==> config.mk <==
export PLATFORM = sky130hd
export DESIGN_NAME = id_ex_stage_flat
export DESIGN_NICKNAME = d
export VERILOG_FILES = /design/src/rtl/id_ex_stage_pkg.sv /design/src/rtl/id_ex_stage_if.sv /design/src/rtl/id_ex_stage_hazard_unit.sv /design/src/rtl/id_ex_stage.sv /design/src/flat_wrapper.sv
export SDC_FILE = /design/constraint.sdc
export NUM_CORES = 1
export LEC_CHECK = 0
export ABC_AREA = 1
export CELL_PAD_IN_SITES_DETAIL_PLACEMENT = 1
export CELL_PAD_IN_SITES_GLOBAL_PLACEMENT = 1
export CORE_MARGIN = 1.5
export CORE_UTILIZATION = 28
export DETAILED_ROUTE_END_ITERATION = 10
export GPL_TIMING_DRIVEN = 0
export HOLD_SLACK_MARGIN = 0.1
export PLACE_DENSITY = 0.89
export SLEW_MARGIN = 20
export SYNTH_ARGS = -nofsm -noshare
export SYNTH_HDL_FRONTEND = slang
export SYNTH_SLANG_ARGS = --single-unit
==> constraint.sdc <==
create_clock -name clk -period 2.15 [get_ports clk]
set_input_delay 0.43 -clock clk [delete_from_list [all_inputs] [get_ports clk]]
set_output_delay 0.43 -clock clk [all_outputs]
set_load 0.1 [all_outputs]
==> src/rtl/id_ex_stage_pkg.sv <==
// Shared types and constants for the ID/EX pipeline register stage.
// Defines the control word layout, ALU op encodings and the per-cycle action priority.
package id_ex_stage_pkg;

    localparam int unsigned DataWDef = 32;
    localparam int unsigned RegAwDef = 5;
    localparam int unsigned CntWDef  = 16;
    localparam int unsigned CtrlW    = 9;

    // Control word bit positions, MSB first
    localparam int unsigned CtrlRegWrite = 8;
    localparam int unsigned CtrlMemRead  = 7;
    localparam int unsigned CtrlMemWrite = 6;
    localparam int unsigned CtrlMemToReg = 5;
    localparam int unsigned CtrlRegDst   = 4;
    localparam int unsigned CtrlAluSrc   = 3;
    localparam int unsigned CtrlAluOpHi  = 2;
    localparam int unsigned CtrlAluOpLo  = 0;

    typedef enum logic [2:0] {
        AluAdd = 3'd0,
        AluSub = 3'd1,
        AluAnd = 3'd2,
        AluOr  = 3'd3,
        AluXor = 3'd4,
        AluSlt = 3'd5,
        AluLui = 3'd6,
        AluNor = 3'd7
    } alu_op_e;

    typedef struct packed {
        logic    reg_write;
        logic    mem_read;
        logic    mem_write;
        logic    mem_to_reg;
        logic    reg_dst;
        logic    alu_src;
        alu_op_e alu_op;
    } ctrl_t;

    typedef enum logic [1:0] {
        ActCapture,
        ActHold,
        ActBubble,
        ActFlush
    } action_e;

    // Exactly one action per cycle; reset is applied on top of this in the register process.
    function automatic action_e select_action(logic flush, logic ext_stall, logic hazard);
        if (flush) begin
            return ActFlush;
        end else if (ext_stall) begin
            return ActHold;
        end else if (hazard) begin
            return ActBubble;
        end
        return ActCapture;
    endfunction

endpackage

==> src/rtl/id_ex_stage_if.sv <==
// Bundle of decode-side inputs, write-back port and EX-side outputs of the ID/EX stage.
interface id_ex_stage_if
    import id_ex_stage_pkg::*;
#(
    parameter int unsigned DATA_W = DataWDef,
    parameter int unsigned REG_AW = RegAwDef,
    parameter int unsigned CNT_W  = CntWDef
) ();

    logic              id_valid;
    logic [REG_AW-1:0] id_rs;
    logic [REG_AW-1:0] id_rt;
    logic [REG_AW-1:0] id_rd;
    logic [DATA_W-1:0] bus_a;
    logic [DATA_W-1:0] bus_b;
    logic [15:0]       id_imm;
    logic              id_sign_ext;
    logic [CtrlW-1:0]  id_ctrl;

    logic              wb_reg_write;
    logic [REG_AW-1:0] wb_rw;
    logic [DATA_W-1:0] wb_data;

    logic              flush;
    logic              ext_stall;

    logic              ex_valid;
    logic [DATA_W-1:0] ex_a;
    logic [DATA_W-1:0] ex_b;
    logic [DATA_W-1:0] ex_imm;
    logic [REG_AW-1:0] ex_rs;
    logic [REG_AW-1:0] ex_rt;
    logic [REG_AW-1:0] ex_dest;
    logic [CtrlW-1:0]  ex_ctrl;
    logic              stall_if;
    logic [CNT_W-1:0]  bubble_count;

    modport master (
        output id_valid, id_rs, id_rt, id_rd, bus_a, bus_b, id_imm, id_sign_ext, id_ctrl,
        output wb_reg_write, wb_rw, wb_data, flush, ext_stall,
        input  ex_valid, ex_a, ex_b, ex_imm, ex_rs, ex_rt, ex_dest, ex_ctrl,
        input  stall_if, bubble_count
    );

    modport slave (
        input  id_valid, id_rs, id_rt, id_rd, bus_a, bus_b, id_imm, id_sign_ext, id_ctrl,
        input  wb_reg_write, wb_rw, wb_data, flush, ext_stall,
        output ex_valid, ex_a, ex_b, ex_imm, ex_rs, ex_rt, ex_dest, ex_ctrl,
        output stall_if, bubble_count
    );

endinterface

==> src/rtl/id_ex_stage_hazard_unit.sv <==
// Load-use hazard detection and IF/ID stall request; purely combinational.
module id_ex_stage_hazard_unit
    import id_ex_stage_pkg::*;
#(
    parameter int unsigned REG_AW = RegAwDef
) (
    input  logic              id_valid,
    input  logic [REG_AW-1:0] id_rs,
    input  logic [REG_AW-1:0] id_rt,
    input  logic              ex_valid,
    input  logic              ex_mem_read,
    input  logic [REG_AW-1:0] ex_rt,
    input  logic              flush,
    input  logic              ext_stall,
    output logic              hazard,
    output logic              stall_if
);

    logic src_match;

    assign src_match = (ex_rt == id_rs) || (ex_rt == id_rt);

    // A load into r0 never produces a value, so it cannot create a dependency.
    assign hazard = id_valid && ex_valid && ex_mem_read && (ex_rt != '0) && src_match;

    assign stall_if = !flush && (ext_stall || hazard);

endmodule

==> src/rtl/id_ex_stage.sv <==
// ID/EX pipeline register with load-use bubble insertion, WB bypass and a saturating
// bubble counter. All state lives here; hazard detection is in the hazard unit.
module id_ex_stage
    import id_ex_stage_pkg::*;
#(
    parameter int unsigned DATA_W = DataWDef,
    parameter int unsigned REG_AW = RegAwDef,
    parameter int unsigned CNT_W  = CntWDef
) (
    input logic          clk,
    input logic          reset,
    id_ex_stage_if.slave bus
);

    logic              ex_valid_q, ex_valid_d;
    logic [CtrlW-1:0]  ex_ctrl_q, ex_ctrl_d;
    logic [DATA_W-1:0] ex_a_q, ex_a_d;
    logic [DATA_W-1:0] ex_b_q, ex_b_d;
    logic [DATA_W-1:0] ex_imm_q, ex_imm_d;
    logic [REG_AW-1:0] ex_rs_q, ex_rs_d;
    logic [REG_AW-1:0] ex_rt_q, ex_rt_d;
    logic [REG_AW-1:0] ex_dest_q, ex_dest_d;
    logic [CNT_W-1:0]  bubble_count_q, bubble_count_d;

    logic              hazard;
    logic              stall_if;
    action_e           act;
    ctrl_t             id_ctrl;

    logic              rs_bypass;
    logic              rt_bypass;
    logic [DATA_W-1:0] cap_a;
    logic [DATA_W-1:0] cap_b;
    logic [DATA_W-1:0] cap_imm;
    logic [REG_AW-1:0] cap_dest;

    id_ex_stage_hazard_unit #(
        .REG_AW (REG_AW)
    ) hazard_unit (
        .id_valid    (bus.id_valid),
        .id_rs       (bus.id_rs),
        .id_rt       (bus.id_rt),
        .ex_valid    (ex_valid_q),
        .ex_mem_read (ex_ctrl_q[CtrlMemRead]),
        .ex_rt       (ex_rt_q),
        .flush       (bus.flush),
        .ext_stall   (bus.ext_stall),
        .hazard      (hazard),
        .stall_if    (stall_if)
    );

    assign act     = select_action(bus.flush, bus.ext_stall, hazard);
    assign id_ctrl = ctrl_t'(bus.id_ctrl);

    // The register bank is written this same cycle, so forward the WB value ourselves.
    assign rs_bypass = bus.wb_reg_write && (bus.wb_rw != '0) && (bus.wb_rw == bus.id_rs);
    assign rt_bypass = bus.wb_reg_write && (bus.wb_rw != '0) && (bus.wb_rw == bus.id_rt);

    assign cap_a    = rs_bypass ? bus.wb_data : bus.bus_a;
    assign cap_b    = rt_bypass ? bus.wb_data : bus.bus_b;
    assign cap_imm  = {{(DATA_W-16){bus.id_sign_ext & bus.id_imm[15]}}, bus.id_imm};
    assign cap_dest = id_ctrl.reg_dst ? bus.id_rd : bus.id_rt;

    always_comb begin
        ex_valid_d     = ex_valid_q;
        ex_ctrl_d      = ex_ctrl_q;
        ex_a_d         = ex_a_q;
        ex_b_d         = ex_b_q;
        ex_imm_d       = ex_imm_q;
        ex_rs_d        = ex_rs_q;
        ex_rt_d        = ex_rt_q;
        ex_dest_d      = ex_dest_q;
        bubble_count_d = bubble_count_q;

        unique case (act)
            ActFlush: begin
                ex_valid_d = 1'b0;
                ex_ctrl_d  = '0;
            end
            ActHold: begin
            end
            ActBubble: begin
                ex_valid_d = 1'b0;
                ex_ctrl_d  = '0;
                if (bubble_count_q != {CNT_W{1'b1}}) begin
                    bubble_count_d = bubble_count_q + CNT_W'(1);
                end
            end
            ActCapture: begin
                ex_valid_d = bus.id_valid;
                // Invalid slots carry no control so they can never write state downstream.
                ex_ctrl_d  = bus.id_valid ? bus.id_ctrl : '0;
                ex_a_d     = cap_a;
                ex_b_d     = cap_b;
                ex_imm_d   = cap_imm;
                ex_rs_d    = bus.id_rs;
                ex_rt_d    = bus.id_rt;
                ex_dest_d  = cap_dest;
            end
            default: begin
            end
        endcase
    end

    always_ff @(posedge clk) begin
        if (reset) begin
            ex_valid_q     <= 1'b0;
            ex_ctrl_q      <= '0;
            ex_a_q         <= '0;
            ex_b_q         <= '0;
            ex_imm_q       <= '0;
            ex_rs_q        <= '0;
            ex_rt_q        <= '0;
            ex_dest_q      <= '0;
            bubble_count_q <= '0;
        end else begin
            ex_valid_q     <= ex_valid_d;
            ex_ctrl_q      <= ex_ctrl_d;
            ex_a_q         <= ex_a_d;
            ex_b_q         <= ex_b_d;
            ex_imm_q       <= ex_imm_d;
            ex_rs_q        <= ex_rs_d;
            ex_rt_q        <= ex_rt_d;
            ex_dest_q      <= ex_dest_d;
            bubble_count_q <= bubble_count_d;
        end
    end

    assign bus.ex_valid     = ex_valid_q;
    assign bus.ex_ctrl      = ex_ctrl_q;
    assign bus.ex_a         = ex_a_q;
    assign bus.ex_b         = ex_b_q;
    assign bus.ex_imm       = ex_imm_q;
    assign bus.ex_rs        = ex_rs_q;
    assign bus.ex_rt        = ex_rt_q;
    assign bus.ex_dest      = ex_dest_q;
    assign bus.stall_if     = stall_if;
    assign bus.bubble_count = bubble_count_q;

endmodule

==> src/flat_wrapper.sv <==
// flat-port wrapper written by rule: the top's interface ports become plain ports
module id_ex_stage_flat import id_ex_stage_pkg::*;
#(
    parameter int unsigned DATA_W = DataWDef,
    parameter int unsigned REG_AW = RegAwDef,
    parameter int unsigned CNT_W  = CntWDef
)
  (clk, reset, bus_id_valid, bus_id_rs, bus_id_rt, bus_id_rd, bus_bus_a, bus_bus_b, bus_id_imm, bus_id_sign_ext, bus_id_ctrl, bus_wb_reg_write, bus_wb_rw, bus_wb_data, bus_flush, bus_ext_stall, bus_ex_valid, bus_ex_a, bus_ex_b, bus_ex_imm, bus_ex_rs, bus_ex_rt, bus_ex_dest, bus_ex_ctrl, bus_stall_if, bus_bubble_count);
  id_ex_stage_if #(.DATA_W(DATA_W), .REG_AW(REG_AW), .CNT_W(CNT_W)) bus_i ();
  input logic clk;
  input logic reset;
  input wire logic [$bits(bus_i.id_valid)-1:0] bus_id_valid;
  input wire logic [$bits(bus_i.id_rs)-1:0] bus_id_rs;
  input wire logic [$bits(bus_i.id_rt)-1:0] bus_id_rt;
  input wire logic [$bits(bus_i.id_rd)-1:0] bus_id_rd;
  input wire logic [$bits(bus_i.bus_a)-1:0] bus_bus_a;
  input wire logic [$bits(bus_i.bus_b)-1:0] bus_bus_b;
  input wire logic [$bits(bus_i.id_imm)-1:0] bus_id_imm;
  input wire logic [$bits(bus_i.id_sign_ext)-1:0] bus_id_sign_ext;
  input wire logic [$bits(bus_i.id_ctrl)-1:0] bus_id_ctrl;
  input wire logic [$bits(bus_i.wb_reg_write)-1:0] bus_wb_reg_write;
  input wire logic [$bits(bus_i.wb_rw)-1:0] bus_wb_rw;
  input wire logic [$bits(bus_i.wb_data)-1:0] bus_wb_data;
  input wire logic [$bits(bus_i.flush)-1:0] bus_flush;
  input wire logic [$bits(bus_i.ext_stall)-1:0] bus_ext_stall;
  output wire logic [$bits(bus_i.ex_valid)-1:0] bus_ex_valid;
  output wire logic [$bits(bus_i.ex_a)-1:0] bus_ex_a;
  output wire logic [$bits(bus_i.ex_b)-1:0] bus_ex_b;
  output wire logic [$bits(bus_i.ex_imm)-1:0] bus_ex_imm;
  output wire logic [$bits(bus_i.ex_rs)-1:0] bus_ex_rs;
  output wire logic [$bits(bus_i.ex_rt)-1:0] bus_ex_rt;
  output wire logic [$bits(bus_i.ex_dest)-1:0] bus_ex_dest;
  output wire logic [$bits(bus_i.ex_ctrl)-1:0] bus_ex_ctrl;
  output wire logic [$bits(bus_i.stall_if)-1:0] bus_stall_if;
  output wire logic [$bits(bus_i.bubble_count)-1:0] bus_bubble_count;
  assign bus_i.id_valid = bus_id_valid;
  assign bus_i.id_rs = bus_id_rs;
  assign bus_i.id_rt = bus_id_rt;
  assign bus_i.id_rd = bus_id_rd;
  assign bus_i.bus_a = bus_bus_a;
  assign bus_i.bus_b = bus_bus_b;
  assign bus_i.id_imm = bus_id_imm;
  assign bus_i.id_sign_ext = bus_id_sign_ext;
  assign bus_i.id_ctrl = bus_id_ctrl;
  assign bus_i.wb_reg_write = bus_wb_reg_write;
  assign bus_i.wb_rw = bus_wb_rw;
  assign bus_i.wb_data = bus_wb_data;
  assign bus_i.flush = bus_flush;
  assign bus_i.ext_stall = bus_ext_stall;
  assign bus_ex_valid = bus_i.ex_valid;
  assign bus_ex_a = bus_i.ex_a;
  assign bus_ex_b = bus_i.ex_b;
  assign bus_ex_imm = bus_i.ex_imm;
  assign bus_ex_rs = bus_i.ex_rs;
  assign bus_ex_rt = bus_i.ex_rt;
  assign bus_ex_dest = bus_i.ex_dest;
  assign bus_ex_ctrl = bus_i.ex_ctrl;
  assign bus_stall_if = bus_i.stall_if;
  assign bus_bubble_count = bus_i.bubble_count;
  id_ex_stage #(.DATA_W(DATA_W), .REG_AW(REG_AW), .CNT_W(CNT_W)) u_core (.clk(clk), .reset(reset), .bus(bus_i));
endmodule
==> out/summary.txt, run 1 <==
RSZ-0062 raised after global routing: true
cell mode on critical path: nor2_1
worst-path cell chain: nand2_1 > clkinv_1 > nor2_1 > nor2_1 > nand3_1 > nand2_2 > nand2_4 > clkbuf_16 > a21oi_4 > buf_12
max capacitance violation total: 0
hold path cells: 2
crit end category: output pin
Hold Slack: 0.468 ns
Switching Power: 0.00274 W
synth unique cells: 31
post-route minimum period: 2.30 ns
drt pass-1 iters: 4
VDD IR-drop max: 0.450 mV
CTS buffer count: 17
clock share of power: 39.4%
critical path's slowest cell: dfxtp_4
hold wc startpoint: u_core.bus.ex_ctrl[4]
critical path peak fanout: 6
Net Sw Frac: 36.8%
CTS Sinks: 122
Avg Cell Area, Syn: 6.84 um^2
Main synth FF type: dfxtp_1
Die Ht: 153 um
WHS Endpoint: u_core.bus.ex_ctrl[4]
Non-Filler Instances: 1520
sequential power share: 33.0%
DRT iter0 DRCs: 196
clock root buffer: clkbuf_16
CTS tree: built
pins over their slew limit: 0
leakage power: 4.45 nW
largest net degree at the start of global routing: 18
flop2flop setup slack: 0.19 ns
layout cell share with drive strength beyond 1: 12.1%
die width: 153 um
H-tree Lvls: 4
FMAX: 0.435 GHz
final setup fails: 1
setup TNS: -0.150 ns
Post-CTS Hold Fix Bufs: 0
Reg-to-Reg End: u_core.bus.bubble_count[6]
Worst-Margin Slew: 1.06 ns
YS warnings: 0
Clock Skew: 0.0135 ns
Tot GR Track Use: 22.5%
Worst-path clk slew: 0.06 ns
total number of vias: 7281
cell family with most CP delay: simple AND/OR/NAND/NOR gates
synth cell count leaders: nand2_1, nand3_1, dfxtp_1
post-DP HPWL: 20.3 mm
crit path DAT: 1.87 ns
final worst slack: -0.150 ns
combinational share of power: 27.6%
DRC Markers: 0
Post-Synthesis Cells: 916
Synth area leader: dfxtp_1
critical path type: flip-flop to output pin
status: complete, but fails checks
Placer Congestion: 0.847
sequential area share after synthesis: 39.0%
global-route wire length before repair: 41.6 mm
final period utilization: 107%
relative slew slack: 29.9%
P_int: 0.00470 W
Initial Utilization: 28.6%
core area: 0.0219 mm^2
Cell Count Post-Placement: 1480
RR Startpoint: u_core.bus.bubble_count[0]
NumNets Final: 1375
vias in the first global route: 7732
failing checks: negative setup slack
PortBufs: 284
area share of the largest cell type after synthesis: 39.0%
final hold vios: 0
Clk Latency, worst-skew pair: 0.41 ns
Post-synth EDFFs: 0
WL/cell: 17.4 um
Routed Antenna Nets: 0
area grow syn2layout: 61.4%
most frequent cell after synthesis: nand2_1
CTS max path bufs: 2
Critical Path Start Type: flip-flop
Hold Path Class: flip-flop to flip-flop
final WL: 26.5 mm
Crit path buffers/inverters: 3
gr ovfl total: 0
leading post-synthesis cells by cell area: dfxtp_1, nand3_1, nand2_1
initial antenna violation count: 2
I/O Pins: 286
reg2reg path depth: 10
flops & latches, synth: 122
async set-or-reset flop fraction in the synthesized netlist: 0%
FP Rows: 54
die area: 0.0233 mm^2
routed vias/inst: 4.79
Critical Path RT: 1.72 ns
slowest stage delay, CP: 0.38 ns
syn_nets: 1065
Cell Area, Synth: 0.00627 mm^2
PwrDens: 735 mW/mm^2
per-layer routing:
metal	global-route usage (%)	part of all wire [%]	wire length (um)	up-vias
li1	-	-	-	3539
met4	6.00	1.4	383	0
met3	7.11	7.9	2090	28
met2	40.5	50	13200	238
met5	0	0	0	-
met1	25.6	41	10800	3476
registers in the layout, summed over array words and instances, names as in the netlist:
register,flops
u_core.bus.ex_dest,5
u_core.bus.ex_rt,5
u_core.bus.ex_valid,1
u_core.bus.ex_a,32
u_core.bus.bubble_count,16
u_core.bus.ex_b,32
u_core.bus.ex_rs,5
u_core.bus.ex_ctrl,9
u_core.bus.ex_imm,17
cells by family after synthesis:
group           synth area share, %
xor+xnor                       3.35
mux                           0.359
flops                          39.0
fa+ha+maj                     0.200
compound gates                 10.3
buf+inv                        11.9
simple gates                   35.0
worst max-delay path by stage:
stage	cells after the start	end	from
3_3_place_gp	11	bus_stall_if	bus_id_rt[2]
2_1_floorplan	9	bus_stall_if	u_core.bus.ex_rt[2]
4_1_cts	10	bus_stall_if	u_core.bus.ex_rt[0]
5_1_grt	11	bus_stall_if	bus_id_rs[1]
6_report	10	bus_stall_if	u_core.bus.ex_rt[0]
3_5_place_dp	11	bus_stall_if	bus_id_rs[2]
power groups by stage:
stage                     Clock, W  Sequential, W  Combinational, W
after global placement           0        0.00250           0.00210
final                      0.00293        0.00246           0.00205
after floorplan                  0        0.00338          0.000503
after CTS                  0.00298        0.00246           0.00205
after detailed placement         0        0.00251           0.00213
after global routing       0.00308        0.00247           0.00216
area by class of cell:
type / count / area [um^2]
well taps: 280 / 350
plain buffers: 73 / 433
diodes: 1 / 2.50
inverters: 94 / 358
repair buffers: 291 / 2790
flip-flops and latches: 122 / 2480
multi-input cells: 627 / 3130
clock buffers: 19 / 443
clock inverters: 13 / 141
fillers: 2780 / 11800
layout by cell type, fill, tap and decap left out, drive strengths merged:
cell	synthesis	layout
nor4	1	1
nor2	90	90
bufinv	0	2
nand3b	2	2
a21oi	92	92
o21ai	35	35
nand2	157	157
ha	1	1
clkdlybuf4s15	0	25
mux2	2	2
clkinv	1	7
nand4	14	14
nor3	5	5
buf	47	53
dlygate4sd2	0	119
inv	93	97
and2	64	64
diode	0	1
nand3	139	139
o21bai	1	1
dlymetal6s2s	0	1
clkbuf	26	51
clkinvlp	0	1
xor2	13	13
xnor2	11	11
clkdlybuf4s50	0	134
dfxtp	122	122
stage by stage:
step | util, % | cell area [um^2] | setup slack (ns) | power, W
global placement | 43.5 | 9520 | -1.34 | 0.00460
global route | 46.2 | 10100 | -0.255 | 0.00771
detailed placement | 43.5 | 9520 | -1.35 | 0.00464
finish | 46.2 | 10100 | -0.150 | 0.00744
CTS | 45.8 | 10000 | -0.168 | 0.00749
floorplan | - | 6320 | -0.0676 | 0.00389
what timing repair did:
item / in CTS / in global routing
gates resized for setup: 205 / 35
hold endpoints to repair: 0 / 0
setup endpoints to repair: 171 / 71
gates cloned: 0 / 0
pin swaps: 8 / 10
buffers inserted: 1 / 6
worst reg2reg max path: cells and delay by family (launching register included):
kind / cells / cell delay [ns]
buffers and inverters: 1 / 0.22
adders and majority gates: 1 / 0.25
AOI/OAI and AO/OA: 1 / 0.17
and+or+nand+nor: 7 / 0.85
DFF: 1 / 0.38
No activity file was read; power rests on OpenSTA's default activity.
==> run 2, diff against run 1 <==
--- a/config.mk
+++ b/config.mk
@@ -11,7 +11,6 @@
 export CORE_MARGIN = 1.5
 export CORE_UTILIZATION = 28
 export DETAILED_ROUTE_END_ITERATION = 10
-export GPL_TIMING_DRIVEN = 0
 export HOLD_SLACK_MARGIN = 0.1
 export PLACE_DENSITY = 0.89
 export SLEW_MARGIN = 20
==> run 2 against run 1 <==
The run now ends clean; register-to-register slack got worse by 0.08 ns; global-route usage is 1.2 points lower; sequential cell count unchanged; count of clock-buffer cells in the layout rose by 1; maximum frequency up 9.2%; first-iteration DRC count is 28% higher; combinational power is 4% higher; clock skew is 0.0052 ns lower; sequential power hardly changed; power grew 4.8%; design area up 0.43%; largest cell class unchanged.
==> out/summary.txt, run 2 (same netlist as run 1, synthesis figures left out) <==
grt peak-use layer: met2
slowest stage delay, CP: 0.38 ns (about the same)
clock share of power: 41.0% (+1.6 points)
Worst-path clk slew: 0.06 ns (about the same)
Critical Path Start Type: flip-flop
critical path peak fanout: 6 (unchanged)
H-tree Lvls: 4 (unchanged)
area grow syn2layout: 62.1%
final WL: 24.8 mm (-6.6%)
status: finished, final reports clean
final instance area: 0.0102 mm^2 (+0.43%)
Inserted Diodes: 0 (-1)
placed cell area: 0.00948 mm^2 (-0.39%)
Clock Skew: 0.00824 ns (-0.00523 ns)
commonest non-fill, non-tap cell in the layout: buf_4
flop2flop setup slack: 0.11 ns (-0.08 ns)
Switching Power: 0.00270 W (-1.4%)
post-route minimum period: 2.11 ns (-0.194 ns)
WL/cell: 16.6 um (-4.7%)
Power Total: 0.00779 W (+4.8%)
final period utilization: 97.9% (-9.0 points)
relative slew slack: 69.3% (+39 points)
I/O Pins: 286 (unchanged)
core area: 0.0219 mm^2 (unchanged)
Routed Antenna Nets: 0 (unchanged)
combinational share of power: 27.4% (-0.2 points)
crit path DAT: 1.68 ns (-0.19 ns)
Net Sw Frac: 34.6% (-2.2 points)
CTS buffer count: 17 (unchanged)
largest net degree at the start of global routing: 79 (+61)
PwrDens: 767 mW/mm^2 (+4.3%)
Critical Path Start: u_core.bus.ex_rt[0]
Die Ht: 153 um (unchanged)
CTS tree: built
critical path's slowest cell: dfxtp_4
die width: 153 um (unchanged)
RR Startpoint: u_core.bus.ex_rt[0]
RSZ-0062 raised after global routing: true
Setup WS pre-CTS: -0.261 ns (+1.09 ns)
cell mode on critical path: nand2_1
max capacitance violation total: 0 (unchanged)
crit path capture: bus_stall_if
M3 GR Usage: 5.77% (-1.3 points)
final worst slack: 0.0443 ns (+0.194 ns)
crit end category: output pin
met2 usage in global routing: 38.0% (-2.5 points)
clock root buffer: clkbuf_16
most frequent cells in the layout: buf_4, nand2_1, nand3_1
global-route wire length before repair: 39.8 mm (-4.4%)
VDD IR-drop max: 0.462 mV (+2.6%)
PortBufs: 285 (+0.35%)
reg2reg path depth: 13 (+3)
pins over their slew limit: 0 (unchanged)
die area: 0.0233 mm^2 (unchanged)
CTS max path bufs: 2 (unchanged)
final hold vios: 0 (unchanged)
Initial Utilization: 28.6% (unchanged)
CTS Sinks: 122 (unchanged)
layout cell share with drive strength beyond 1: 21.0% (+8.9 points)
critical path type: flip-flop to output pin
met1 GRT Util: 24.4% (-1.3 points)
P_int: 0.00510 W (+8.4%)
Hold Slack: 0.318 ns (-0.150 ns)
FP Rows: 54 (unchanged)
final core utilization: 46.4% (+0.20 points)
DRT iter0 DRCs: 251 (+28%)
Worst-Margin Slew: 0.464 ns (-0.592 ns)
FMAX: 0.475 GHz (+9.2%)
drt pass-1 iters: 4 (unchanged)
sequential power share: 31.6% (-1.4 points)
gr ovfl total: 0 (unchanged)
fillers: 2688 (-3.3%)
Hold Path Class: input pin to flip-flop
post-DP HPWL: 18.4 mm (-9.4%)
total number of vias: 7157 (-1.7%)
leakage power: 4.32 nW (-3.0%)
Tot GR Track Use: 21.3% (-1.2 points)
Critical Path RT: 1.72 ns (about the same)
NumNets Final: 1347 (-2.0%)
Reg-to-Reg End: u_core.bus.ex_b[18]
vias in the first global route: 7545 (-2.4%)
worst-path cell chain: inv_2 > nand2_1 > nand2_1 > nor2_2 > nand3_1 > nand2_2 > nand2_4 > a21oi_4 > buf_12
routed vias/inst: 4.80 (+0.21%)
Clk Latency, worst-skew pair: 0.42 ns (about the same)
final setup fails: 0 (-1)
Placer Congestion: 0.844 (-0.40%)
DRC Markers: 0 (unchanged)
initial antenna violation count: 0 (-2)
[run 2: changes by cell type in the layout (fill, tap and decap cells not counted), sizes merged]
cell	change
clkbuf	-31
bufinv	+2
dlygate4sd2	-108
clkdlybuf4s15	-25
clkdlybuf4s50	-1
inv	-3
buf	+137
dlymetal6s2s	+1
diode	-1
[run 2: critical path: cells and delay by family, from the launching register on]
kind | cells | cell delay (ns)
AND/OR/NAND/NOR | 6 | 0.47
flip-flops | 1 | 0.38
buffers and inverters | 2 | 0.24
AO/OA/AOI/OAI | 1 | 0.17
[run 2: how the worst min path moves through the flow]
stage,from,to,cells after the start
floorplan,u_core.bus.ex_ctrl[7],u_core.bus.ex_ctrl[7],2
detailed placement,u_core.bus.ex_ctrl[4],u_core.bus.ex_ctrl[4],2
global route,reset,u_core.bus.ex_ctrl[6],2
finish,reset,u_core.bus.ex_ctrl[4],2
global placement,u_core.bus.ex_ctrl[5],u_core.bus.ex_ctrl[5],2
CTS,reset,u_core.bus.ex_ctrl[8],2
[run 2: what timing repair did]
| action | 4_1_cts | 5_1_grt |
|---|---|---|
| endpoints found under the setup margin | 1 | 3 |
| resized for setup | 12 | 3 |
| setup buffers | 2 | 2 |
| hold buffers | 0 | 0 |
| pin swaps | 3 | 7 |
[run 2: final cells by class]
class	count	area, um^2	area share (%)
multi-input cells	627	3120	30.7
well taps	280	350	3.45
inverters	94	354	3.48
clock buffers	20	468	4.61
repair buffers	336	3200	31.5
clock inverters	12	185	1.82
flip-flops and latches	122	2480	24.4
[run 2: power groups by stage]
stage	combinational, W	clock, W	sequential [W]
5_1_grt	0.00225	0.00336	0.00247
3_5_place_dp	0.00214	0	0.00251
2_1_floorplan	0.000503	0	0.00338
3_3_place_gp	0.00212	0	0.00250
4_1_cts	0.00214	0.00327	0.00246
6_report	0.00214	0.00320	0.00246
[run 2: routing by layer]
layer	routed length, um	up-vias
li1	-	3487
met1	10200	3386
met2	12400	244
met3	1650	40
met4	512	0
met5	0	-
[run 2: per-stage QoR]
| step | TNS, ns | instances |
|---|---|---|
| 2_1_floorplan | -0.0676 | 916 |
| 3_3_place_gp | -15.72 | 1455 |
| 3_5_place_dp | -19.70 | 1455 |
| 4_1_cts | 0 | 1489 |
| 5_1_grt | -0.104 | 1491 |
| 6_report | 0 | 1491 |
